===== src/rtl/multiword_add_sequencer_pkg.sv =====
// Shared definitions for the nibble-serial wide adder/subtractor.
package multiword_add_sequencer_pkg;

    typedef enum logic [1:0] {
        ST_IDLE = 2'd0,
        ST_RUN  = 2'd1,
        ST_DONE = 2'd2
    } state_e;

    localparam int ADDER_W = 4;

endpackage


===== src/rtl/multiword_add_sequencer_adder.sv =====
// Shared 4-bit ripple datapath reused once per slice by the sequencer.
module propagate_adder
    import multiword_add_sequencer_pkg::*;
(
    input  logic [ADDER_W-1:0] a,
    input  logic [ADDER_W-1:0] b,
    input  logic               cin,
    output logic [ADDER_W-1:0] sum,
    output logic               carry
);

    assign {carry, sum} = {1'b0, a} + {1'b0, b} + {{ADDER_W{1'b0}}, cin};

endmodule


===== src/rtl/multiword_add_sequencer.sv =====
// Adds or subtracts two W-bit operands one nibble per cycle, LSB first,
// chaining the carry through a register between slices.
module multiword_add_sequencer
    import multiword_add_sequencer_pkg::*;
#(
    parameter  int NIBBLES = 4,
    localparam int W       = 4 * NIBBLES,
    localparam int IDXW    = $clog2(NIBBLES)
) (
    input  logic         clk,
    input  logic         rst,
    input  logic         start,
    input  logic         sub,
    input  logic [W-1:0] op_a,
    input  logic [W-1:0] op_b,
    input  logic         cin,
    output logic         busy,
    output logic         done,
    output logic [W-1:0] result,
    output logic         cout,
    output logic         ovf
);

    state_e            state_q, state_d;
    logic [IDXW-1:0]   idx_q, idx_d;
    logic [W-1:0]      a_q, a_d;
    logic [W-1:0]      b_q, b_d;
    logic              carry_q, carry_d;
    logic [W-1:0]      result_q, result_d;
    logic              cout_q, cout_d;
    logic              ovf_q, ovf_d;

    logic [ADDER_W-1:0] slice_a;
    logic [ADDER_W-1:0] slice_b;
    logic [ADDER_W-1:0] slice_sum;
    logic               slice_carry;
    logic               last_slice;

    assign slice_a    = a_q[ADDER_W*idx_q +: ADDER_W];
    assign slice_b    = b_q[ADDER_W*idx_q +: ADDER_W];
    assign last_slice = (idx_q == IDXW'(NIBBLES - 1));

    propagate_adder u_adder (
        .a     (slice_a),
        .b     (slice_b),
        .cin   (carry_q),
        .sum   (slice_sum),
        .carry (slice_carry)
    );

    always_ff @(posedge clk) begin
        if (rst) begin
            state_q  <= ST_IDLE;
            idx_q    <= '0;
            a_q      <= '0;
            b_q      <= '0;
            carry_q  <= 1'b0;
            result_q <= '0;
            cout_q   <= 1'b0;
            ovf_q    <= 1'b0;
        end else begin
            state_q  <= state_d;
            idx_q    <= idx_d;
            a_q      <= a_d;
            b_q      <= b_d;
            carry_q  <= carry_d;
            result_q <= result_d;
            cout_q   <= cout_d;
            ovf_q    <= ovf_d;
        end
    end

    always_comb begin
        state_d  = state_q;
        idx_d    = idx_q;
        a_d      = a_q;
        b_d      = b_q;
        carry_d  = carry_q;
        result_d = result_q;
        cout_d   = cout_q;
        ovf_d    = ovf_q;
        unique case (state_q)
            ST_IDLE: begin
                if (start) begin
                    // Subtraction is a + ~b + 1, so cin is forced high.
                    a_d      = op_a;
                    b_d      = sub ? ~op_b : op_b;
                    carry_d  = sub | cin;
                    idx_d    = '0;
                    result_d = '0;
                    state_d  = ST_RUN;
                end
            end
            ST_RUN: begin
                result_d[ADDER_W*idx_q +: ADDER_W] = slice_sum;
                carry_d = slice_carry;
                if (last_slice) begin
                    cout_d  = slice_carry;
                    ovf_d   = (a_q[W-1] == b_q[W-1]) &&
                              (slice_sum[ADDER_W-1] != a_q[W-1]);
                    idx_d   = '0;
                    state_d = ST_DONE;
                end else begin
                    idx_d = idx_q + 1'b1;
                end
            end
            ST_DONE: begin
                state_d = ST_IDLE;
            end
            default: begin
                state_d = ST_IDLE;
            end
        endcase
    end

    assign busy   = (state_q != ST_IDLE);
    assign done   = (state_q == ST_DONE);
    assign result = result_q;
    assign cout   = cout_q;
    assign ovf    = ovf_q;

endmodule


===== config.mk =====
export PLATFORM = sky130hd
export DESIGN_NAME = multiword_add_sequencer
export DESIGN_NICKNAME = d
export VERILOG_FILES = /design/src/rtl/multiword_add_sequencer_pkg.sv /design/src/rtl/multiword_add_sequencer_adder.sv /design/src/rtl/multiword_add_sequencer.sv
export SDC_FILE = /design/constraint.sdc
export NUM_CORES = 1
export LEC_CHECK = 0
export CORE_UTILIZATION = 50
export CTS_BUF_LIST = sky130_fd_sc_hd__clkbuf_8
export CTS_CLUSTER_SIZE = 14
export DETAILED_ROUTE_END_ITERATION = 10
export HOLD_SLACK_MARGIN = 0.03
export PLACE_DENSITY_LB_ADDON = 0.08
export SYNTH_ARGS = -nofsm -noshare
export SYNTH_HDL_FRONTEND = slang
export SYNTH_SLANG_ARGS = --single-unit

===== constraint.sdc =====
create_clock -name clk -period 4.3 [get_ports clk]
set_input_delay 0.43 -clock clk [delete_from_list [all_inputs] [get_ports clk]]
set_output_delay 0.43 -clock clk [all_outputs]
set_load 0.02 [all_outputs]

==> impl_metrics.json, run 1 <==
{
  "routabilityCongestion": 0.806,
  "setup_viol": 0,
  "cts_setup_buffers": 0,
  "io_pins": 57,
  "clock_latency_ns": 0.30,
  "syn-instance-count": 279,
  "whs_path_depth": 2,
  "rr_worst_depth": 6,
  "cts_buffers": 5,
  "min_to": "a_q[7]$_SDFFE_PP0P_",
  "period_share_pct": 65.5,
  "path_max_fanout": 14,
  "cts_resized": 0,
  "dieWidth_um": 73.7,
  "end_kind": "flip-flop",
  "drtIter0Drc": 151,
  "grt_pass1_wl_um": 9140,
  "leakage_nw": 1.17,
  "drt-vias-per-instance": 5.35,
  "stdcell_area_um2": 3260,
  "die_area_um2": 5430,
  "drc": 0,
  "cts.sinks": 55,
  "fp.dieH_um": 73.7,
  "htree_num_levels": 2,
  "finalHoldViolCount": 0,
  "syn_nets": 325,
  "final_layout_size_suffix_gt1_share_pct": 6.48,
  "grt_pass1_vias": 1907,
  "maxCapViolations": 0,
  "fillers": 408,
  "slew_violations": 0,
  "cts-hold-fix-buffers": 0,
  "status": "finished clean",
  "wl_per_cell_um": 14.0,
  "worstSetupPathType": "reg -> reg",
  "ys_warn_count": 0,
  "io_buffers": 56,
  "cts.path.max_buffers": 2,
  "whs_ns": 0.460,
  "max_slew_margin_pct": 26.0,
  "cp.required_ns": 4.51,
  "grt_antenna_before_repair": 0,
  "overflow": 0,
  "rr_endpoint": "ovf$_SDFFE_PP0P_",
  "clk_pin_slew_ns": 0.10,
  "ys_async_sr_fraction_pct": 0,
  "drtAntennaViolNets": 0,
  "postLayoutCoreUtil_pct": 67.3,
  "synth_flop_cell": "dfxtp_1",
  "cts_tree": "built",
  "grt_usage_pct": 22.5,
  "max_freq_mhz": 355,
  "vias": 2091,
  "dp.cells": 383,
  "routed_wl_um": 5460,
  "num_rows": 25,
  "yosysSeqAreaShare_pct": 42.8,
  "place_ws_ns": 1.46,
  "dp_hpwl_um": 3880,
  "power-per-cell-area_nw_per_um2": 353,
  "area_growth_pct": 26.9,
  "fin_skew_ns": 0.00643,
  "rsz0062_at_grt": "no",
  "synth.distinct_cells": 33,
  "grt_max_degree": 56,
  "initial_core_util_pct": 53.0,
  "synth.avg_cell_area_um2": 9.22,
  "first_pass_iters": 4,
  "core-area_um2": 4850,
  "r2r-start": "idx_q[0]$_SDFFE_PP0P_",
  "synthTopCellsByArea": "dfxtp_1 (43%), mux4_2 (7.0%), nor2_1 (6.1%)",
  "tns_ns": 0,
  "irDropWorstVdd_mv": 0.281,
  "syn_area_um2": 2570,
  "fin_nets": 369,
  "n_antenna_cell": 0,
  "yosysTopAreaCell": "dfxtp_1",
  "synth_edf_count": 0,
  "cts_root_buf": "clkbuf_8",
  "totalPowerFinal_mw": 1.15,
  "layout.cells.non_filler": 391,
  "rrSetupSlack_ns": 1.48,
  "worst_ep_arrival_time_ns": 3.02,
  "setup_slack_ns": 1.48,
  "dpl_cell_area_um2": 3130,
  "worstHoldStart": "a_q[7]$_SDFFE_PP0P_",
  "ys_seq_elements": 55,
  "crit_path_start_kind": "flip-flop",
  "min_path_type": "reg -> reg",
  "synth_top_cell_area_share_pct": 42.8,
  "worst_pin_slew_ns": 1.11,
  "fin_crit_ns": 2.82
}
==> power by group <==
group / total (mW) / switching (mW) / internal (mW)
sequential: 0.559 / 0.0218 / 0.537
combinational: 0.199 / 0.100 / 0.0981
clock: 0.393 / 0.163 / 0.230
total: 1.15 / 0.285 / 0.865
==> cell type report <==
cell class                 count  area (um^2)  share of cell area (%)
clock buffer                   5         68.8                    2.11
clock inverter                 3         63.8                    1.96
inverter                       7         26.3                   0.806
multi-input combinational    197         1360                    41.5
sequential                    55         1100                    33.8
tap                           67         83.8                    2.57
timing repair buffer          57          563                    17.3
==> worst max path at each step <==
stage / start / to
2_1_floorplan: idx_q[0]$_SDFFE_PP0P_ / ovf$_SDFFE_PP0P_
3_3_place_gp: idx_q[0]$_SDFFE_PP0P_ / ovf$_SDFFE_PP0P_
3_5_place_dp: idx_q[0]$_SDFFE_PP0P_ / ovf$_SDFFE_PP0P_
4_1_cts: idx_q[0]$_SDFFE_PP0P_ / ovf$_SDFFE_PP0P_
5_1_grt: idx_q[0]$_SDFFE_PP0P_ / ovf$_SDFFE_PP0P_
6_report: idx_q[0]$_SDFFE_PP0P_ / ovf$_SDFFE_PP0P_
==> per-layer routing <==
| layer | global-route usage, % | wire [um] | vias up |
|---|---|---|---|
| li1 | - | - | 1055 |
| met1 | 31.9 | 2560 | 967 |
| met2 | 35.3 | 2590 | 62 |
| met3 | 3.98 | 268 | 7 |
| met4 | 6.41 | 45 | 0 |
| met5 | 0 | 0 | - |
==> critical path: stages, from the launching register on <==
cell,delay [ns]
dfxtp_1,0.77
mux4_2,0.61
fa_1,0.42
a211oi_1,0.27
or3b_1,0.26
nand3_1,0.12
a311oi_2,0.27
==> synth_stat cells, drive strengths merged, types with 4 or more instances <==
| master | n |
|---|---|
| a211oi | 18 |
| a21o | 5 |
| a21oi | 17 |
| a22oi | 13 |
| a32oi | 4 |
| buf | 12 |
| clkbuf | 8 |
| dfxtp | 55 |
| ha | 7 |
| inv | 7 |
| mux4 | 8 |
| nand2 | 40 |
| nor2 | 42 |
| nor2b | 4 |
| xnor2 | 17 |
==> layout by cell type, fill, tap and decap left out, drive strengths merged, types with 4 or more instances in the layout <==
cell,instances
a32oi,4
a211oi,18
a21oi,17
mux4,8
clkbuf,6
clkdlybuf4s50,55
a22oi,13
nand2,40
a21o,5
dfxtp,55
inv,8
xnor2,17
nor2b,4
nor2,42
ha,7
==> registers in the layout, summed over array words and instances, names as in the netlist <==
register  count
ovf           1
result       16
b_q          16
carry_q       1
a_q          16
cout          1
idx_q         2
state_q       2
==> cells by family (layout without fill, tap and decap cells) <==
group	count (synthesis)	after routing	share of synthesized area, %
multiplexers	8	8	7.01
AO/OA/AOI/OAI	64	64	17.3
adder cells (fa/ha/maj)	9	9	4.96
XOR/XNOR	17	17	5.79
buffers and inverters	27	72	4.48
flip-flops	55	55	42.8
AND/OR/NAND/NOR	99	99	17.7
Note: power is estimated with default switching activity, not from simulation.
==> inputs of run 2 (changes only) <==
--- a/config.mk
+++ b/config.mk
@@ -5,7 +5,7 @@
 export SDC_FILE = /design/constraint.sdc
 export NUM_CORES = 1
 export LEC_CHECK = 0
-export CORE_UTILIZATION = 50
+export CORE_UTILIZATION = 47
 export CTS_BUF_LIST = sky130_fd_sc_hd__clkbuf_8
 export CTS_CLUSTER_SIZE = 14
 export DETAILED_ROUTE_END_ITERATION = 10
==> constraint.sdc (replaced) <==
create_clock -name clk -period 2.5 [get_ports clk]
set_input_delay 0.25 -clock clk [delete_from_list [all_inputs] [get_ports clk]]
set_output_delay 0.25 -clock clk [all_outputs]
set_load 0.02 [all_outputs]
==> run 2 against run 1 <==
- clock power increased by 55%
- combinational power is 87% higher
- first-iteration DRC count decreased by 21%
- die area is 6.2% higher
- power grew 68%
- worst hold slack got worse by 0.088 ns
- core utilization decreased by 2.9 points
- routed wire length is 3.6% lower
- non-clock buffer count grew 6
==> impl_metrics.json, run 2 (same netlist as run 1, synthesis figures left out) <==
{
  "first_pass_iters": 4,
  "dp.cells": 392,
  "crit_path_max_incr_delay_ns": 0.54,
  "drt-vias-per-instance": 5.14,
  "dp_hpwl_um": 3870,
  "grt_pass1_vias": 1996,
  "clock_latency_ns": 0.31,
  "rrSetupSlack_ns": 0.08,
  "power-per-cell-area_nw_per_um2": 581,
  "crit_chain": "buf_4 > mux4_2 > ha_1 > a211oi_2 > or3b_4 > a21o_1 > a311oi_2",
  "cp.required_ns": 2.73,
  "drc": 0,
  "totalPowerFinal_mw": 1.94,
  "layout_common_cells": "dfxtp_1 (55), clkdlybuf4s50_1 (55), nor2_1 (42)",
  "finalHoldViolCount": 0,
  "worstSetupPathType": "reg -> reg",
  "period_share_pct": 96.8,
  "crit_end": "ovf$_SDFFE_PP0P_",
  "place_ws_ns": 0.0634,
  "cpMaxStageDelayCell": "mux4_2",
  "die_area_um2": 5770,
  "io_pins": 57,
  "fin_skew_ns": 0.00740,
  "status": "finished clean",
  "min_path_type": "in -> reg",
  "wl_per_cell_um": 13.2,
  "cts_root_buf": "clkbuf_8",
  "irDropWorstVdd_mv": 0.333,
  "area_growth_pct": 29.6,
  "dieWidth_um": 76.0,
  "final_layout_size_suffix_gt1_share_pct": 10.6,
  "grt_pass1_wl_um": 9240,
  "htree_num_levels": 2,
  "layout.cells.non_filler": 400,
  "grt_antenna_before_repair": 0,
  "max_freq_mhz": 413,
  "grt_usage_pct": 19.8,
  "num_rows": 26,
  "fp.dieH_um": 76.0,
  "rr_endpoint": "ovf$_SDFFE_PP0P_",
  "initial_core_util_pct": 49.7,
  "maxCapViolations": 0,
  "overflow": 0,
  "fin_nets": 375,
  "rr_worst_depth": 7,
  "drtAntennaViolNets": 0,
  "n_antenna_cell": 0,
  "clk_pin_slew_ns": 0.10,
  "routed_wl_um": 5260,
  "cts.path.max_buffers": 2,
  "worst_ep_arrival_time_ns": 2.65,
  "fin_crit_ns": 2.42,
  "max_slew_margin_pct": 67.1,
  "worst_pin_slew_ns": 0.493,
  "slew_violations": 0,
  "routabilityCongestion": 0.856,
  "setup_slack_ns": 0.0800,
  "r2r-start": "idx_q[0]$_SDFFE_PP0P_",
  "end_kind": "flip-flop",
  "setup_viol": 0,
  "grt_max_degree": 50,
  "core-area_um2": 5170,
  "crit_start": "idx_q[0]$_SDFFE_PP0P_",
  "vias": 2055,
  "leakage_nw": 1.20,
  "cts_buffers": 5,
  "crit_path_start_kind": "flip-flop",
  "postLayoutCoreUtil_pct": 64.4,
  "drtIter0Drc": 120,
  "cts-hold-fix-buffers": 0,
  "io_buffers": 56,
  "cts.sinks": 55,
  "path_max_fanout": 6,
  "cts_tree": "built"
}
-- run 2: cell count changes in the layout (fill, tap and decap cells not counted), sizes merged --
cell and change:
buf +7, bufinv -1, clkinv +1, inv -1
-- run 2: cell type report --
class                   instances  area (um^2)
clock buffers                   6         82.6
clock inverters                 2         35.0
fillers                       449         1840
inverters                       7         26.3
multi-input cells             197         1390
flip-flops and latches         55         1100
well taps                      70         87.6
repair buffers                 63          608
-- run 2: per-layer routing --
metal / up-vias / part of all wire [%] / wire, um / global-route usage, %
li1: 1074 / - / - / -
met1: 919 / 49 / 2600 / 28.0
met2: 56 / 45 / 2350 / 30.9
met3: 6 / 4.8 / 255 / 3.01
met4: 0 / 1.1 / 59 / 6.92
met5: - / 0 / 0 / 0
-- run 2: what timing repair did --
action / in CTS / in global routing
setup endpoints to repair: 0 / 7
buffers inserted: 0 / 0
gates resized for setup: 0 / 7
-- run 2: how the worst min path moves through the flow --
stage | slack [ns] | to | cells past startpoint | start
after floorplan | 0.39 | a_q[0]$_SDFFE_PP0P_ | 2 | op_a[0]
after global routing | 0.39 | result[15]$_SDFFE_PP0P_ | 2 | rst
after global placement | 0.45 | a_q[8]$_SDFFE_PP0P_ | 2 | a_q[8]$_SDFFE_PP0P_
after detailed placement | 0.45 | a_q[0]$_SDFFE_PP0P_ | 2 | a_q[0]$_SDFFE_PP0P_
final | 0.37 | result[15]$_SDFFE_PP0P_ | 2 | rst
after CTS | 0.37 | state_q[1]$_SDFFE_PP0P_ | 2 | rst
-- run 2: report_power, final --
group	switching (mW)	internal (mW)
clock network	0.284	0.324
logic	0.186	0.187
registers	0.0310	0.923
total	0.501	1.44
-- run 2: per-stage QoR --
| stage | TNS (ns) | instance area (um^2) | hold slack (ns) |
|---|---|---|---|
| after global routing | -0.0121 | 3330 | 0.393 |
| after CTS | 0 | 3300 | 0.366 |
| after detailed placement | 0 | 3180 | 0.451 |
| after floorplan | 0 | 2570 | 0.386 |
| final | 0 | 3330 | 0.373 |
| after global placement | 0 | 3180 | 0.448 |
-- run 2: critical path: cells and delay by family (launching register included) --
kind	cells	cell delay (ns)
muxes	1	0.54
buffers and inverters	1	0.16
AOI/OAI and AO/OA	3	0.50
and+or+nand+nor	1	0.44
DFF	1	0.35
adders and majority gates	1	0.35
==> inputs of run 3 (changes only) <==
--- a/config.mk
+++ b/config.mk
@@ -14,3 +14,4 @@
 export SYNTH_ARGS = -nofsm -noshare
 export SYNTH_HDL_FRONTEND = slang
 export SYNTH_SLANG_ARGS = --single-unit
+export TNS_END_PERCENT = 30
==> results of run 3 <==
Final layout, timing and power as in run 2 (identical DEF).
